## src/rtl/mux_scan_pkg.sv

```systemverilog
// mux_scan_pkg
// Shared types and default constants for the mux scan sequencer.
//   scan_state_t : sequencer FSM states
//   DW_DEF       : default sample width
//   SELW_DEF     : default select width (channel count is 2**SELW)
//   SETTLE_DEF   : default number of cycles the select is held before sampling
package mux_scan_pkg;

    typedef enum logic [1:0] {
        IDLE   = 2'd0,
        SETTLE = 2'd1,
        HOLD   = 2'd2,
        FIN    = 2'd3
    } scan_state_t;

    localparam int DW_DEF     = 4;
    localparam int SELW_DEF   = 3;
    localparam int SETTLE_DEF = 2;

endpackage

```

## src/rtl/mux_scan_sequencer_next_sel.sv

```systemverilog
// scan_next_sel
// Combinational channel search over an enable mask.
//   mask        : channels that may be visited
//   cur         : current channel index
//   wrap        : when no set channel lies above cur, return the lowest one
//   next_sel    : lowest set index strictly above cur (or lowest set if wrapping)
//   found       : next_sel is meaningful
//   first_sel   : lowest set index in the whole mask ("cur = -1" search)
//   first_found : mask has at least one bit set
module scan_next_sel
    import mux_scan_pkg::*;
#(
    parameter int NCH  = 1 << SELW_DEF,
    parameter int SELW = SELW_DEF
) (
    input  logic [NCH-1:0]  mask,
    input  logic [SELW-1:0] cur,
    input  logic            wrap,
    output logic [SELW-1:0] next_sel,
    output logic            found,
    output logic [SELW-1:0] first_sel,
    output logic            first_found
);

    always_comb begin
        next_sel    = '0;
        found       = 1'b0;
        first_sel   = '0;
        first_found = 1'b0;
        // Walk downwards so the lowest qualifying index is the last one written.
        for (int i = NCH - 1; i >= 0; i--) begin
            if (mask[i]) begin
                first_sel   = SELW'(i);
                first_found = 1'b1;
            end
            if (mask[i] && (i > int'(cur))) begin
                next_sel = SELW'(i);
                found    = 1'b1;
            end
        end
        if (!found && wrap && first_found) begin
            next_sel = first_sel;
            found    = 1'b1;
        end
    end

endmodule

```

## src/rtl/mux_scan_sequencer.sv

```systemverilog
// mux_scan_sequencer
// Drives the select of an NCH:1 x DW mux, visiting every channel set in a
// mask latched at start (lowest index first). For each channel the select is
// held for a settle time, the mux output is captured, and the sample is
// offered downstream on a valid/ready handshake.
//   clk, reset        : clock, asynchronous active-high reset
//   start, en_mask    : begin a scan over en_mask (sampled only when idle)
//   y_in              : mux output (combinationally follows s)
//   s                 : mux select
//   out_data, out_ch  : captured sample and its channel, qualified by out_valid
//   out_valid/out_ready : downstream handshake
//   busy              : not idle
//   done              : single-cycle pulse at the end of a scan
// Build option MUX_SCAN_CONTINUOUS_EN: when the highest channel is handed off
// while start is high, the scan wraps to the lowest channel instead of ending.
module mux_scan_sequencer
    import mux_scan_pkg::*;
#(
    parameter int DW     = DW_DEF,
    parameter int NCH    = 1 << SELW_DEF,
    parameter int SELW   = SELW_DEF,
    parameter int SETTLE = SETTLE_DEF
) (
    input  logic            clk,
    input  logic            reset,
    input  logic            start,
    input  logic [NCH-1:0]  en_mask,
    input  logic [DW-1:0]   y_in,
    output logic [SELW-1:0] s,
    output logic [DW-1:0]   out_data,
    output logic [SELW-1:0] out_ch,
    output logic            out_valid,
    input  logic            out_ready,
    output logic            busy,
    output logic            done
);

    localparam int            CW       = (SETTLE > 1) ? $clog2(SETTLE) : 1;
    localparam logic [CW-1:0] CNT_LOAD = CW'(SETTLE - 1);

    // The parameter SETTLE shadows the imported state name, so states are
    // always referenced through the package scope.
    scan_state_t     state_q, state_d;
    logic [SELW-1:0] s_q, s_d;
    logic [CW-1:0]   cnt_q, cnt_d;
    logic [NCH-1:0]  mask_q, mask_d;
    logic [DW-1:0]   out_data_q, out_data_d;
    logic [SELW-1:0] out_ch_q, out_ch_d;
    logic            out_valid_q, out_valid_d;
    logic            busy_q, busy_d;
    logic            done_q, done_d;

    logic [NCH-1:0]  srch_mask;
    logic            wrap_en;
    logic [SELW-1:0] next_sel, first_sel;
    logic            next_found, first_found;

    // One search unit serves both cases: the live en_mask while idle (first
    // channel of a new scan) and the latched mask afterwards (next channel).
    assign srch_mask = (state_q == mux_scan_pkg::IDLE) ? en_mask : mask_q;

`ifdef MUX_SCAN_CONTINUOUS_EN
    assign wrap_en = start;
`else
    assign wrap_en = 1'b0;
`endif

    scan_next_sel #(
        .NCH  (NCH),
        .SELW (SELW)
    ) u_next_sel (
        .mask        (srch_mask),
        .cur         (s_q),
        .wrap        (wrap_en),
        .next_sel    (next_sel),
        .found       (next_found),
        .first_sel   (first_sel),
        .first_found (first_found)
    );

    always_comb begin
        state_d     = state_q;
        s_d         = s_q;
        cnt_d       = cnt_q;
        mask_d      = mask_q;
        out_data_d  = out_data_q;
        out_ch_d    = out_ch_q;
        out_valid_d = out_valid_q;

        unique case (state_q)
            mux_scan_pkg::IDLE: begin
                if (start) begin
                    mask_d = en_mask;
                    if (first_found) begin
                        s_d     = first_sel;
                        cnt_d   = CNT_LOAD;
                        state_d = mux_scan_pkg::SETTLE;
                    end else begin
                        state_d = mux_scan_pkg::FIN;
                    end
                end
            end
            mux_scan_pkg::SETTLE: begin
                if (cnt_q == '0) begin
                    out_data_d = y_in;
                    out_ch_d   = s_q;
                    state_d    = mux_scan_pkg::HOLD;
                end else begin
                    cnt_d = cnt_q - 1'b1;
                end
            end
            mux_scan_pkg::HOLD: begin
                // First HOLD cycle only raises valid; the sample was already
                // captured on entry, so y_in is ignored from here on.
                if (!out_valid_q) begin
                    out_valid_d = 1'b1;
                end else if (out_ready) begin
                    out_valid_d = 1'b0;
                    if (next_found) begin
                        s_d     = next_sel;
                        cnt_d   = CNT_LOAD;
                        state_d = mux_scan_pkg::SETTLE;
                    end else begin
                        state_d = mux_scan_pkg::FIN;
                    end
                end
            end
            mux_scan_pkg::FIN: begin
                state_d = mux_scan_pkg::IDLE;
            end
            default: begin
                state_d = mux_scan_pkg::IDLE;
            end
        endcase

        busy_d = (state_d != mux_scan_pkg::IDLE);
        done_d = (state_d == mux_scan_pkg::FIN);
    end

    always_ff @(posedge clk or posedge reset) begin
        if (reset) begin
            state_q     <= mux_scan_pkg::IDLE;
            s_q         <= '0;
            cnt_q       <= '0;
            mask_q      <= '0;
            out_data_q  <= '0;
            out_ch_q    <= '0;
            out_valid_q <= 1'b0;
            busy_q      <= 1'b0;
            done_q      <= 1'b0;
        end else begin
            state_q     <= state_d;
            s_q         <= s_d;
            cnt_q       <= cnt_d;
            mask_q      <= mask_d;
            out_data_q  <= out_data_d;
            out_ch_q    <= out_ch_d;
            out_valid_q <= out_valid_d;
            busy_q      <= busy_d;
            done_q      <= done_d;
        end
    end

    assign s         = s_q;
    assign out_data  = out_data_q;
    assign out_ch    = out_ch_q;
    assign out_valid = out_valid_q;
    assign busy      = busy_q;
    assign done      = done_q;

endmodule

```

## config.mk

```make
export PLATFORM = sky130hd
export DESIGN_NAME = mux_scan_sequencer
export DESIGN_NICKNAME = d
export VERILOG_FILES = /design/src/rtl/mux_scan_pkg.sv /design/src/rtl/mux_scan_sequencer_next_sel.sv /design/src/rtl/mux_scan_sequencer.sv
export SDC_FILE = /design/constraint.sdc
export NUM_CORES = 1
export LEC_CHECK = 0
export ABC_CLOCK_PERIOD_IN_PS = 1900
export CORE_MARGIN = 2
export CORE_UTILIZATION = 46
export DETAILED_ROUTE_END_ITERATION = 7
export PLACE_DENSITY = 0.8
export SLEW_MARGIN = 20
export SYNTH_ARGS = -nofsm -noshare
export SYNTH_HDL_FRONTEND = slang
export SYNTH_SLANG_ARGS = --single-unit
```

## constraint.sdc

```tcl
create_clock -name clk -period 1.9 [get_ports clk]
set_input_delay 0.38 -clock clk [delete_from_list [all_inputs] [get_ports clk]]
set_output_delay 0.38 -clock clk [all_outputs]
set_load 0.03 [all_outputs]
```

After elaboration in Yosys (flattened, before gate mapping)
Index checks and enable logic that the tools add are counted.
{"block": "classes", "n_eq_ne": 9, "bitwise": 1, "add_sub_neg": 1, "shift": 0, "n_reduce_logical": 15, "div_mod_pow": 0, "magnitude_cmp": 7, "mux": 53, "multipliers": 0}
{"op": "3-bit two-way mux", "count": 20}
{"op": "1-bit two-way mux", "count": 23}
{"op": "3-bit greater-than comparator, first input constant", "count": 4}
{"op": "2-bit two-way mux", "count": 6}
{"op": "6-bit AND reduction", "count": 2}
{"op": "2-bit != test, second input constant", "count": 5}
{"op": "8-bit two-way mux", "count": 1}
{"op": "2-bit one-hot mux with 4 select lines", "count": 1}
{"op": "1-bit logical AND", "count": 7}
{"op": "2-bit equality test, second input constant", "count": 3}
{"op": "2-bit by 3-bit greater-than comparator with 1-bit output, first input constant", "count": 2}
{"op": "3-bit one-hot mux with 2 select lines", "count": 1}
{"op": "2-bit AND reduction", "count": 2}
{"op": "2-bit nonzero test", "count": 2}
{"op": "1-bit by 3-bit greater-than comparator with 1-bit output, first input constant", "count": 1}
{"op": "1-bit one-hot mux with 3 select lines", "count": 1}
{"op": "3-bit nonzero test", "count": 1}
{"op": "2-bit by 1-bit equality test with 1-bit output, second input constant", "count": 1}
{"op": "2-bit zero test", "count": 1}
{"op": "1-bit NOT", "count": 1}
{"op": "1-bit subtractor, second input constant", "count": 1}
{"block": "totals", "output_inout_bits": 13, "mem_bits_rw": 0, "latchBits": 0, "n_memories": 0, "inputBits": 16, "mem_bits_ro": 0, "register_bits": 24}

Longest topological paths before layout
{"block": "depth", "depth_word": 15, "ltp_mapped": 8, "depth_no_buf": 6}

Cells and area by module
A second synthesis with hierarchy kept.
{"block": "hier_totals", "cells_unflattened": 128, "hier_area_um2": 1422.6}
{"module": "mux_scan_sequencer", "area_each_um2": 1117.3, "instances": 1, "cells_per_inst": 80}
{"module": "scan_next_sel", "area_each_um2": 305.3, "instances": 1, "cells_per_inst": 48}

Worst setup path after synthesis
Ideal clock, no wire load.
{"block": "synth_path", "path_type": "reg2reg", "from": "reg s_q[0], in the netlist s[0]", "to": "reg s_q[0], in the netlist s[0]", "arrival_ns": 2.023, "setup_time_ns": 0.125, "required_time_ns": 1.775, "n_path_buf": 0, "period_less_slack_ns": 2.148, "path_stages_with_launch": 7, "setup_slack_ns": -0.248, "path_cell_list": "dfrtp_1 nand2b_1 nor2_1 o31a_1 or4_4 nand3_4 mux2_4"}
{"block": "synth_between", "elab_chain_len": 13, "word_cells_on_any_way": 34, "classes_between": "7 x order compare; 1 x eq/ne; 18 x mux; 8 x reduce/logical"}
{"item": "from (decl)", "line_no": "mux_scan_sequencer.sv:44", "text": "logic [SELW-1:0] s_q, s_d;"}
{"item": "from (signal assigned)", "line_no": "mux_scan_sequencer.sv:143", "text": "s_q <= '0;"}
{"item": "from (signal assigned)", "line_no": "mux_scan_sequencer.sv:153", "text": "s_q <= s_d;"}
{"item": "3-bit greater-than comparator", "line_no": "mux_scan_sequencer_next_sel.sv:36", "text": "if (mask[i] && (i > int'(cur))) begin"}
{"item": "1-bit logical AND", "line_no": "mux_scan_sequencer_next_sel.sv:36"}
{"item": "3-bit two-way mux (7 in a row)", "line_no": "mux_scan_sequencer_next_sel.sv:36"}
{"item": "3-bit two-way mux", "line_no": "mux_scan_sequencer.sv:119", "text": "if (next_found) begin"}
{"item": "3-bit two-way mux", "line_no": "mux_scan_sequencer.sv:117", "text": "end else if (out_ready) begin"}
{"item": "3-bit two-way mux", "line_no": "mux_scan_sequencer.sv:115", "text": "if (!out_valid_q) begin"}
{"item": "3-bit one-hot mux with 2 select lines", "line_no": "mux_scan_sequencer.sv:90", "text": "unique case (state_q)"}
Parallel ways exist; a longest one is shown, timed or not. The select of a mux whose other input is x is not followed.
A chain may end at the register's enable or synchronous reset.

Final worst setup path
{"block": "layout_path", "from": "reg state_q[1]", "to": "reg s_q[1], in the netlist s[1]"}
{"block": "layout_between", "elab_chain_len": 14, "word_cells_on_any_way": 53, "classes_between": "6 x eq/ne; 37 x mux; 10 x reduce/logical"}
{"item": "from (decl)", "line_no": "mux_scan_sequencer.sv:43", "text": "scan_state_t state_q, state_d;"}
{"item": "from (signal assigned)", "line_no": "mux_scan_sequencer.sv:142", "text": "state_q <= mux_scan_pkg::IDLE;"}
{"item": "from (signal assigned)", "line_no": "mux_scan_sequencer.sv:152", "text": "state_q <= state_d;"}
{"item": "2-bit zero test", "line_no": "mux_scan_sequencer.sv:60, mux_scan_sequencer.sv:90"}
{"item": "8-bit two-way mux", "line_no": "mux_scan_sequencer.sv:60", "text": "assign srch_mask = (state_q == mux_scan_pkg::IDLE) ? en_mask : mask_q;"}
{"item": "1-bit logical AND", "line_no": "mux_scan_sequencer_next_sel.sv:36"}
{"item": "3-bit two-way mux (7 in a row)", "line_no": "mux_scan_sequencer_next_sel.sv:36"}
{"item": "3-bit two-way mux", "line_no": "mux_scan_sequencer.sv:119"}
{"item": "3-bit two-way mux", "line_no": "mux_scan_sequencer.sv:117"}
{"item": "3-bit two-way mux", "line_no": "mux_scan_sequencer.sv:115"}
{"item": "3-bit one-hot mux with 2 select lines", "line_no": "mux_scan_sequencer.sv:90"}
Parallel ways exist; a longest one is shown, timed or not. The select of a mux whose other input is x is not followed.

==> results.json <==
{
  "crit_path_start": "state_q[1]",
  "ys_top_cells_by_area": "dfrtp_1 (42%), mux2_2 (9.6%), nor2_1 (3.7%)",
  "fp.dieW_microns": 59.4,
  "wirelength_mm": 4.59,
  "nNetsFinal": 240,
  "first_iter_violations": 133,
  "dr.pass1.iters": 4,
  "final_cell_mix": "buf_4 (44), clkdlybuf4s50_1 (23), dfrtp_1 (21)",
  "period_share": 1.19,
  "ys_seq_area_frac": 0.425,
  "place_congestion": 0.953,
  "synth.avg_cell_area_sq_um": 9.75,
  "setup_ws_ns": -0.353,
  "clock_latency_ns": 0.33,
  "finish.utilization": 0.746,
  "vdd_drop_max_v": 0.00116,
  "grt_max_degree": 18,
  "io_buffers": 28,
  "min_period_ns": 2.25,
  "pwr_density_cell_nw_per_um2": 1860,
  "clock_skew_ns": 0.00713,
  "clock_path_buffers": 2,
  "min_path_type": "in -> async",
  "grt_overflow": 0,
  "cp.required_ns": 2.12,
  "cts_max_level": 1,
  "clock-sinks": 24,
  "worst_setup_path_end_kind": "flop",
  "synth.distinct_cells": 47,
  "rsz0062_at_grt": "true",
  "crit_arrival_ns": 2.47,
  "fp.dieH_microns": 59.4,
  "place_area_sq_um": 2020,
  "total_power_w": 0.00412,
  "grt_usage": 0.277,
  "finalHoldViolations": 0,
  "grt_pass1_wl_mm": 7.17,
  "dp_hpwl_mm": 3.08,
  "cp_max_fo": 7,
  "coreArea_sq_um": 2980,
  "final.setup.tns_ns": -2.04,
  "synthArstFlopShare": 1.00,
  "netlist_area_sq_um": 1410,
  "rows": 20,
  "violations": "setup timing",
  "cts_tree": "built",
  "maxCapViolCount": 0,
  "criticalPathCategory": "reg -> reg",
  "clk_root_buffer_cell": "clkbuf_4",
  "worst_pin_slew_ns": 0.376,
  "mostFrequentLayoutCell": "buf_4",
  "grt_pass1_vias": 1526,
  "finalMaxSlewViolations": 0,
  "synth-seq-cells": 24,
  "vias_per_cell": 5.93,
  "setup_violations": 7,
  "synth_nets": 161,
  "antenna_found_initial": 0,
  "synth_top_area_frac": 0.425,
  "ant_nets": 0,
  "leakagePower_nw": 1.01,
  "synth_ff_type": "dfrtp_1",
  "clk_pin_slew_worst_paths_ns": 0.14,
  "fmax_mhz": 444,
  "synth_top_cell_by_area": "dfrtp_1",
  "vias": 1518,
  "syn_to_final_growth_pct": 57.1,
  "initial_utilization": 0.475,
  "wl_per_cell_microns": 17.9,
  "rr_startpoint": "state_q[1]",
  "diodes": 0,
  "drive_above_1_share": 0.390,
  "status": "finished with violations",
  "hold_buffers": 0,
  "synth_cells": 145,
  "synth_edf_count": 0,
  "drcViolationCount": 0,
  "ios": 29,
  "fin_hold_ws_ns": 0.308,
  "finish.instance_area_sq_um": 2220,
  "startpoint_type": "flop",
  "die-area_sq_um": 3530,
  "slew_headroom": 0.749,
  "ys_warn_count": 0,
  "cts_buffers": 3
}
## cell families after synthesis
logic type	Yosys count	synth area share
buffers and inverters	13	0.0478
and+or+nand+nor	53	0.212
AOI/OAI and AO/OA	41	0.198
DFF	24	0.425
muxes	14	0.117
## where the power goes
| part | internal [W] | switching (W) |
|---|---|---|
| sequential | 0.000767 | 0.000220 |
| combinational | 0.00141 | 0.00135 |
| clock | 0.000213 | 0.000163 |
| total | 0.00239 | 0.00174 |
## cell usage after synthesis, drive strengths merged, types with 3 or more instances
master / n
nor3b: 3
a21oi: 9
mux2: 14
nor4: 3
nor3: 6
nand2b: 5
inv: 8
dfrtp: 24
buf: 3
o21ai: 10
a21o: 4
nor2: 15
nand2: 9
## final timing paths
path | depth (start not counted) | end | slack [ns]
max in group asynchronous | 3 | state_q[0] | 1.17
hold / removal | 2 | out_data[0] | 0.31
hold reg to reg | 1 | out_data[3] | 0.52
setup / recovery | 8 | s[1] | -0.35
setup reg to reg | 8 | s[1] | -0.35
min in group clk | 1 | out_data[3] | 0.52
## metal layers
metal  global-route usage  part of all wire  up-vias
li1                     -                 -      687
met1                0.353              0.40      741
met2                0.449              0.49       66
met3               0.0480             0.055       24
met4                0.136             0.049        0
met5                    0                 0        -
## registers in the layout, indices dropped and copies added (netlist names)
| name | flops |
|---|---|
| state_q | 2 |
| cnt_q | 1 |
| s | 3 |
| out_ch | 3 |
| done | 1 |
| mask_q | 8 |
| busy | 1 |
| out_valid | 1 |
| out_data | 4 |
## what timing repair did
action                     4_1_cts  5_1_grt
cloned                           0        0
setup endpoints to repair        9       15
buffers inserted                 7        3
pin swaps                       12        8
resized for setup               17        8
## metrics by stage
step,cells,worst slack [ns]
after floorplan,145,-0.183
after global placement,242,-0.651
after detailed placement,242,-0.693
after CTS,253,-0.299
after global routing,256,-0.407
final,256,-0.353
## worst max-delay path: stages, from the launching register on
cell	delay, ns
dfrtp_2	0.50
buf_6	0.16
nor2_4	0.05
buf_6	0.10
o211ai_1	0.27
o2111ai_2	0.19
or4_4	0.47
nand3_4	0.10
mux2_4	0.31
## cell type report
type                            count  area (sq um)
Sequential cell                    24           604
Clock buffer                        3          22.5
Multi-Input combinational cell    108           797
Clock inverter                      1          30.0
Fill cell                         211           757
Inverter                            8          30.0
Tap cell                           33          41.3
Timing Repair Buffer               79           696
(Power assumes the default switching activity.)
